[src/rtl/retro_vending_pkg.sv]
// Shared types and helpers for the multi-item vending controller.
// Holds the FSM state enum, coin values, event bit positions and price lookup.
package retro_vending_pkg;

  typedef enum logic [1:0] {
    IDLE   = 2'd0,
    VEND   = 2'd1,
    CHANGE = 2'd2
  } state_t;

  localparam int COIN_5  = 5;
  localparam int COIN_10 = 10;
  localparam int COIN_25 = 25;

  localparam int EV_W   = 7;
  localparam int EV_C5  = 0;
  localparam int EV_C10 = 1;
  localparam int EV_C25 = 2;
  localparam int EV_NXT = 3;
  localparam int EV_SEL = 4;
  localparam int EV_CAN = 5;
  localparam int EV_RST = 6;

  localparam int PRICE_BUS_W = 256;

  // Price of item idx from a packed list of w-bit fields, item 0 at LSBs.
  // The result is zero-extended to 32 bits; callers keep the low w bits.
  function automatic logic [31:0] price_at(
    input logic [PRICE_BUS_W-1:0] list,
    input int unsigned            idx,
    input int unsigned            w
  );
    logic [PRICE_BUS_W-1:0] m;
    m = (PRICE_BUS_W'(1) << w) - PRICE_BUS_W'(1);
    return 32'((list >> (idx * w)) & m);
  endfunction

endpackage

[src/rtl/retro_vending_multi_edge_detect.sv]
// Rising-edge detector for a bundle of level inputs.
// Ports: clk, reset (sync, active-low), in (levels), out (one-cycle events).
module edge_detect #(
  parameter int WIDTH = 7
) (
  input  logic             clk,
  input  logic             reset,
  input  logic [WIDTH-1:0] in,
  output logic [WIDTH-1:0] out
);

  logic [WIDTH-1:0] in_q;

  always_ff @(posedge clk) begin
    if (!reset) in_q <= '0;
    else        in_q <= in;
  end

  assign out = in & ~in_q;

endmodule

[src/rtl/retro_vending_multi.sv]
// Multi-item vending controller: credit, per-item stock, vend and change.
// Ports: clk, reset, coin/button levels in; item_sel, credit, pulses, busy out.
module retro_vending_multi
  import retro_vending_pkg::*;
#(
  parameter int N_ITEMS    = 4,
  parameter int CREDIT_W   = 8,
  parameter int MAX_CREDIT = 100,
  parameter int STOCK_W    = 4,
  parameter int STOCK_INIT = 5,
  parameter logic [N_ITEMS*CREDIT_W-1:0] PRICE_LIST =
    {8'd65, 8'd50, 8'd35, 8'd25},
  localparam int IW = (N_ITEMS > 1) ? $clog2(N_ITEMS) : 1
) (
  input  logic                clk,
  input  logic                reset,
  input  logic                coin_5,
  input  logic                coin_10,
  input  logic                coin_25,
  input  logic                next_item,
  input  logic                select,
  input  logic                cancel,
  input  logic                restock,
  output logic [IW-1:0]       item_sel,
  output logic [CREDIT_W-1:0] credit,
  output logic                dispense,
  output logic                change_5,
  output logic                change_10,
  output logic                change_25,
  output logic                coin_reject,
  output logic                sold_out,
  output logic                busy
);

  localparam logic [PRICE_BUS_W-1:0] PL_EXT =
    PRICE_BUS_W'(PRICE_LIST);
  localparam logic [CREDIT_W-1:0] C5  = CREDIT_W'(COIN_5);
  localparam logic [CREDIT_W-1:0] C10 = CREDIT_W'(COIN_10);
  localparam logic [CREDIT_W-1:0] C25 = CREDIT_W'(COIN_25);
  localparam logic [CREDIT_W-1:0] CMAX = CREDIT_W'(MAX_CREDIT);
  localparam logic [STOCK_W-1:0]  SINIT = STOCK_W'(STOCK_INIT);

  logic [EV_W-1:0] lvl;
  logic [EV_W-1:0] ev;

  assign lvl = {restock, cancel, select, next_item,
                coin_25, coin_10, coin_5};

  edge_detect #(.WIDTH(EV_W)) u_edge (
    .clk   (clk),
    .reset (reset),
    .in    (lvl),
    .out   (ev)
  );

  state_t              state, state_n;
  logic [STOCK_W-1:0]  stock   [N_ITEMS];
  logic [STOCK_W-1:0]  stock_n [N_ITEMS];
  logic [CREDIT_W-1:0] credit_n;
  logic [CREDIT_W-1:0] credit_a;
  logic [CREDIT_W-1:0] coin_val;
  logic [CREDIT_W-1:0] sum;
  logic [31:0]         price32;
  logic [IW-1:0]       item_n;
  logic                disp_n, c5_n, c10_n, c25_n;
  logic                rej_n, sold_n, busy_n;

  always_ff @(posedge clk) begin
    if (!reset) begin
      state       <= IDLE;
      credit      <= '0;
      item_sel    <= '0;
      for (int i = 0; i < N_ITEMS; i++) stock[i] <= SINIT;
      dispense    <= 1'b0;
      change_5    <= 1'b0;
      change_10   <= 1'b0;
      change_25   <= 1'b0;
      coin_reject <= 1'b0;
      sold_out    <= 1'b0;
      busy        <= 1'b0;
    end else begin
      state       <= state_n;
      credit      <= credit_n;
      item_sel    <= item_n;
      stock       <= stock_n;
      dispense    <= disp_n;
      change_5    <= c5_n;
      change_10   <= c10_n;
      change_25   <= c25_n;
      coin_reject <= rej_n;
      sold_out    <= sold_n;
      busy        <= busy_n;
    end
  end

  always_comb begin
    state_n  = state;
    credit_n = credit;
    item_n   = item_sel;
    stock_n  = stock;
    disp_n   = 1'b0;
    c5_n     = 1'b0;
    c10_n    = 1'b0;
    c25_n    = 1'b0;
    rej_n    = 1'b0;
    sold_n   = 1'b0;
    coin_val = '0;
    credit_a = credit;
    sum      = '0;
    price32  = price_at(PL_EXT, 32'(item_sel), CREDIT_W);

    unique case (state)
      IDLE: begin
        // Only the largest coin of a same-cycle group counts.
        priority case (1'b1)
          ev[EV_C25]: coin_val = C25;
          ev[EV_C10]: coin_val = C10;
          ev[EV_C5]:  coin_val = C5;
          default:    coin_val = '0;
        endcase

        // Credit never exceeds MAX_CREDIT, so the sum fits CREDIT_W.
        sum = credit + coin_val;
        if (coin_val != '0) begin
          if (sum > CMAX) rej_n    = 1'b1;
          else            credit_a = sum;
        end
        credit_n = credit_a;

        priority case (1'b1)
          ev[EV_SEL]: begin
            if (stock[item_sel] == '0) begin
              sold_n = 1'b1;
            end else if (32'(credit_a) >= price32) begin
              credit_n = credit_a - price32[CREDIT_W-1:0];
              stock_n[item_sel] = stock[item_sel] - 1'b1;
              state_n = VEND;
              disp_n  = 1'b1;
            end
          end
          ev[EV_CAN]: begin
            if (credit_a != '0) state_n = CHANGE;
          end
          ev[EV_NXT]: begin
            if (item_sel == IW'(N_ITEMS - 1)) item_n = '0;
            else                              item_n = item_sel + 1'b1;
          end
          ev[EV_RST]: begin
            for (int i = 0; i < N_ITEMS; i++) stock_n[i] = SINIT;
          end
          default: ;
        endcase
      end

      VEND: begin
        state_n = (credit != '0) ? CHANGE : IDLE;
      end

      CHANGE: begin
        priority case (1'b1)
          (credit >= C25): begin
            c25_n    = 1'b1;
            credit_n = credit - C25;
          end
          (credit >= C10): begin
            c10_n    = 1'b1;
            credit_n = credit - C10;
          end
          (credit >= C5): begin
            c5_n     = 1'b1;
            credit_n = credit - C5;
          end
          default: credit_n = '0;
        endcase
        state_n = (credit_n == '0) ? IDLE : CHANGE;
      end

      default: state_n = IDLE;
    endcase

    busy_n = (state_n != IDLE);
  end

endmodule

[config.mk]
export PLATFORM = sky130hd
export DESIGN_NAME = retro_vending_multi
export DESIGN_NICKNAME = d
export VERILOG_FILES = /design/src/rtl/retro_vending_pkg.sv /design/src/rtl/retro_vending_multi_edge_detect.sv /design/src/rtl/retro_vending_multi.sv
export SDC_FILE = /design/constraint.sdc
export NUM_CORES = 1
export LEC_CHECK = 0
export CAP_MARGIN = 20
export CELL_PAD_IN_SITES_DETAIL_PLACEMENT = 1
export CELL_PAD_IN_SITES_GLOBAL_PLACEMENT = 1
export CORE_ASPECT_RATIO = 1.5
export CORE_UTILIZATION = 25
export DETAILED_ROUTE_END_ITERATION = 10
export MAX_ROUTING_LAYER = met4
export PLACE_DENSITY_LB_ADDON = 0.2
export SLEW_MARGIN = 40
export SYNTH_ARGS = -nofsm -noshare
export SYNTH_HDL_FRONTEND = slang
export SYNTH_SLANG_ARGS = --single-unit
[constraint.sdc]
create_clock -name clk -period 16.2 [get_ports clk]
set_input_delay 4.05 -clock clk [delete_from_list [all_inputs] [get_ports clk]]
set_output_delay 4.05 -clock clk [all_outputs]
set_load 0.01 [all_outputs]
==> results.tsv <==
metric	value	unit
final_cell_count_no_fill	558	
cts_buffers	5	
syn_to_final_growth	17.7	%
cts_sinks	42	
die_x	93.9	um
port_buffers	25	
synth_seq_area_share	26.5	%
fin_util	30.1	%
clk_pin_slew	70	ps
use_met1	17.0	%
slew_violations	0	
syn_area_per_cell	8.32	sq um
setup_ws	6700	ps
drv_cap	0	
dp_cells	550	
tns	0	ps
max_freq	0.105	GHz
antennaDiodeCount	0	
reg2reg_from	credit[1]$_SDFFE_PN0P_	
drive_gt1_share	6.97	%
netlist.area_leader.share	26.5	%
use_met3	1.80	%
path_class	input port to flop	
syn_nets	416	
grt_pass1_vias	3175	
grt_pass1_wl	16800	um
h-tree-depth	2	
post-place-ws	6130	ps
hold_class	flop to flop	
slowest_stage	a2111oi_4	
holdBufCountCts	0	
firstDrtPassIters	4	
post_cts_resized	0	
holdPathStages	1	
vias_per_cell	5.21	
hold_slack	484	ps
ioPinCount	26	
grt_max_degree	19	
chipHeight	140	um
yosysWarnings	0	
startpoint	coin_25	
yosys-top-cells-area	dfxtp_1 (27%), ha_1 (9.5%), a21oi_1 (5.5%)	
synth.cell_area	3170	sq um
rr_worst_depth	19	
rows	50	
ys_async_sr_fraction	0	%
overflow	0	
p_leak	1.44	nW
ys_ff_latch	42	
tritoncts	done	
root_buffer	clkbuf_16	
ys.flop_type	dfxtp_1	
drt-initial-drc-count	53	
start_util	25.6	%
synth_cell_types	59	
use_met2	33.0	%
required	16380	ps
yosysMostFrequentCell	dfxtp_1	
slew_headroom	48.6	%
synth_top_area_cell	dfxtp_1	
ff2ff_setup_slack	10670	ps
design_area	3730	sq um
core_area	12400	sq um
path_depth	22	
post-route-period-util	58.7	%
ant_nets	0	
fin_nets	436	
synth_commonest_cells	dfxtp_1 (42), nor2_1 (37), a21oi_1 (35), nand2_1 (28), ha_1 (24)	
worstSkewPairLatency	290	ps
power_density	183	nW/um^2
status	complete, no violations	
fin_skew	2.14	ps
setup_viol	0	
hpwl	8200	um
end_kind	flop	
clock_path_buffers	2	
holdCritStartpoint	stock[13]$_SDFFE_PN0P_	
cp_max_fo	12	
grtUsageTotal	17.3	%
antenna_found_initial	0	
total_power	0.682	mW
postCtsSetupBuffers	0	
routed_wirelength	10200	um
top_usage_layer	met2	
min_period	9500	ps
num_vias	2906	
dieArea	13100	sq um
cp-start-kind	input port	
synth_edf_count	0	
worstMarginPinSlew	764	ps
path_cells	clkdlybuf4s50_1 > nor2b_1 > nor2_1 > ha_1 > a211o_1 > a211oi_1 > a21oi_1 > xnor2_1 > o311ai_4 > mux2i_1 > ha_1 > fa_1 > nor2b_1 > o21a_1 > o21ai_0 > nand2b_1 > a211o_1 > a21o_1 > o221ai_4 > a2111oi_4 > a21oi_1 > a22o_1	
routedWlPerCell	18.3	um
cpLargestDelayFamily	compound AO/OA/AOI/OAI gates	
rsz0062_at_grt	no	
finalWeightedCongestion	0.831	
hold_viol_final	0	
drc	0	
arrival	9690	ps
place_area	3570	sq um
netlist_instances	381	
max_stage_delay	630	ps
peakVddDrop	0.0495	mV
worstPathBufferInverterCount	1	
power breakdown:
part	total [mW]	internal, mW	switching (mW)	leakage, nW
logic	0.430	0.176	0.254	1.03
registers	0.148	0.117	0.0310	0.343
clock network	0.104	0.0577	0.0462	0.0664
total	0.682	0.351	0.331	1.44
final timing paths:
kind | endpoint
setup reg to reg | stock[7]$_SDFFE_PN0P_
setup / recovery | stock[7]$_SDFFE_PN0P_
hold / removal | stock[13]$_SDFFE_PN0P_
hold reg to reg | stock[13]$_SDFFE_PN0P_
state kept, by name, summed over array words and instances, names as in the netlist:
register	cells
stock	16
busy	1
change_5	1
dispense	1
u_edge.in_q	7
credit	8
change_25	1
coin_reject	1
state	2
change_10	1
item_sel	2
sold_out	1
cells in the final DEF, fill, tap and decap left out, types with 3 or more instances in the layout:
cell and n:
dfxtp_1 42, nor2_1 37, a21oi_1 35, nand2_1 28
clkdlybuf4s50_1 25, ha_1 24, inv_1 17, nand2b_1 12
xnor2_1 12, mux2i_1 12, nand3_1 10, o21ai_0 10
nor3_1 10, a21o_1 10, a22o_1 9, and2_1 8
a31oi_1 7, nor2b_1 6, a211oi_1 6, xor2_1 5
clkbuf_16 5, mux4_2 4, inv_2 4, o22ai_1 4
and3_1 3, o21a_1 3, clkinv_1 3, a221o_1 3
nand4_1 3, o21ai_1 3
cells by family (layout without fill, tap and decap cells):
kind of cell	count (synthesis)	count (layout)	share of synthesized area (%)
AND/OR/NAND/NOR	125	125	19.0
multiplexers	17	17	6.99
AO/OA/AOI/OAI	115	115	26.2
flip-flops	42	42	26.5
adder cells (fa/ha/maj)	26	26	10.7
XOR/XNOR	18	18	5.41
buffers and inverters	38	59	5.09
layout make-up:
cell class,instances,area [sq um]
Clock inverter,3,23.8
Multi-Input combinational cell,301,2190
Tap cell,156,195
Inverter,24,90.1
Timing Repair Buffer,27,265
Clock buffer,5,125
Sequential cell,42,841
Fill cell,1477,8660
routing by layer:
layer / share of wire, % / vias up
li1: - / 1422
met4: 3.9 / 0
met2: 55 / 47
met3: 1.9 / 25
met1: 39 / 1412
met5: 0 / -
Power figures use the tool's default switching activity.
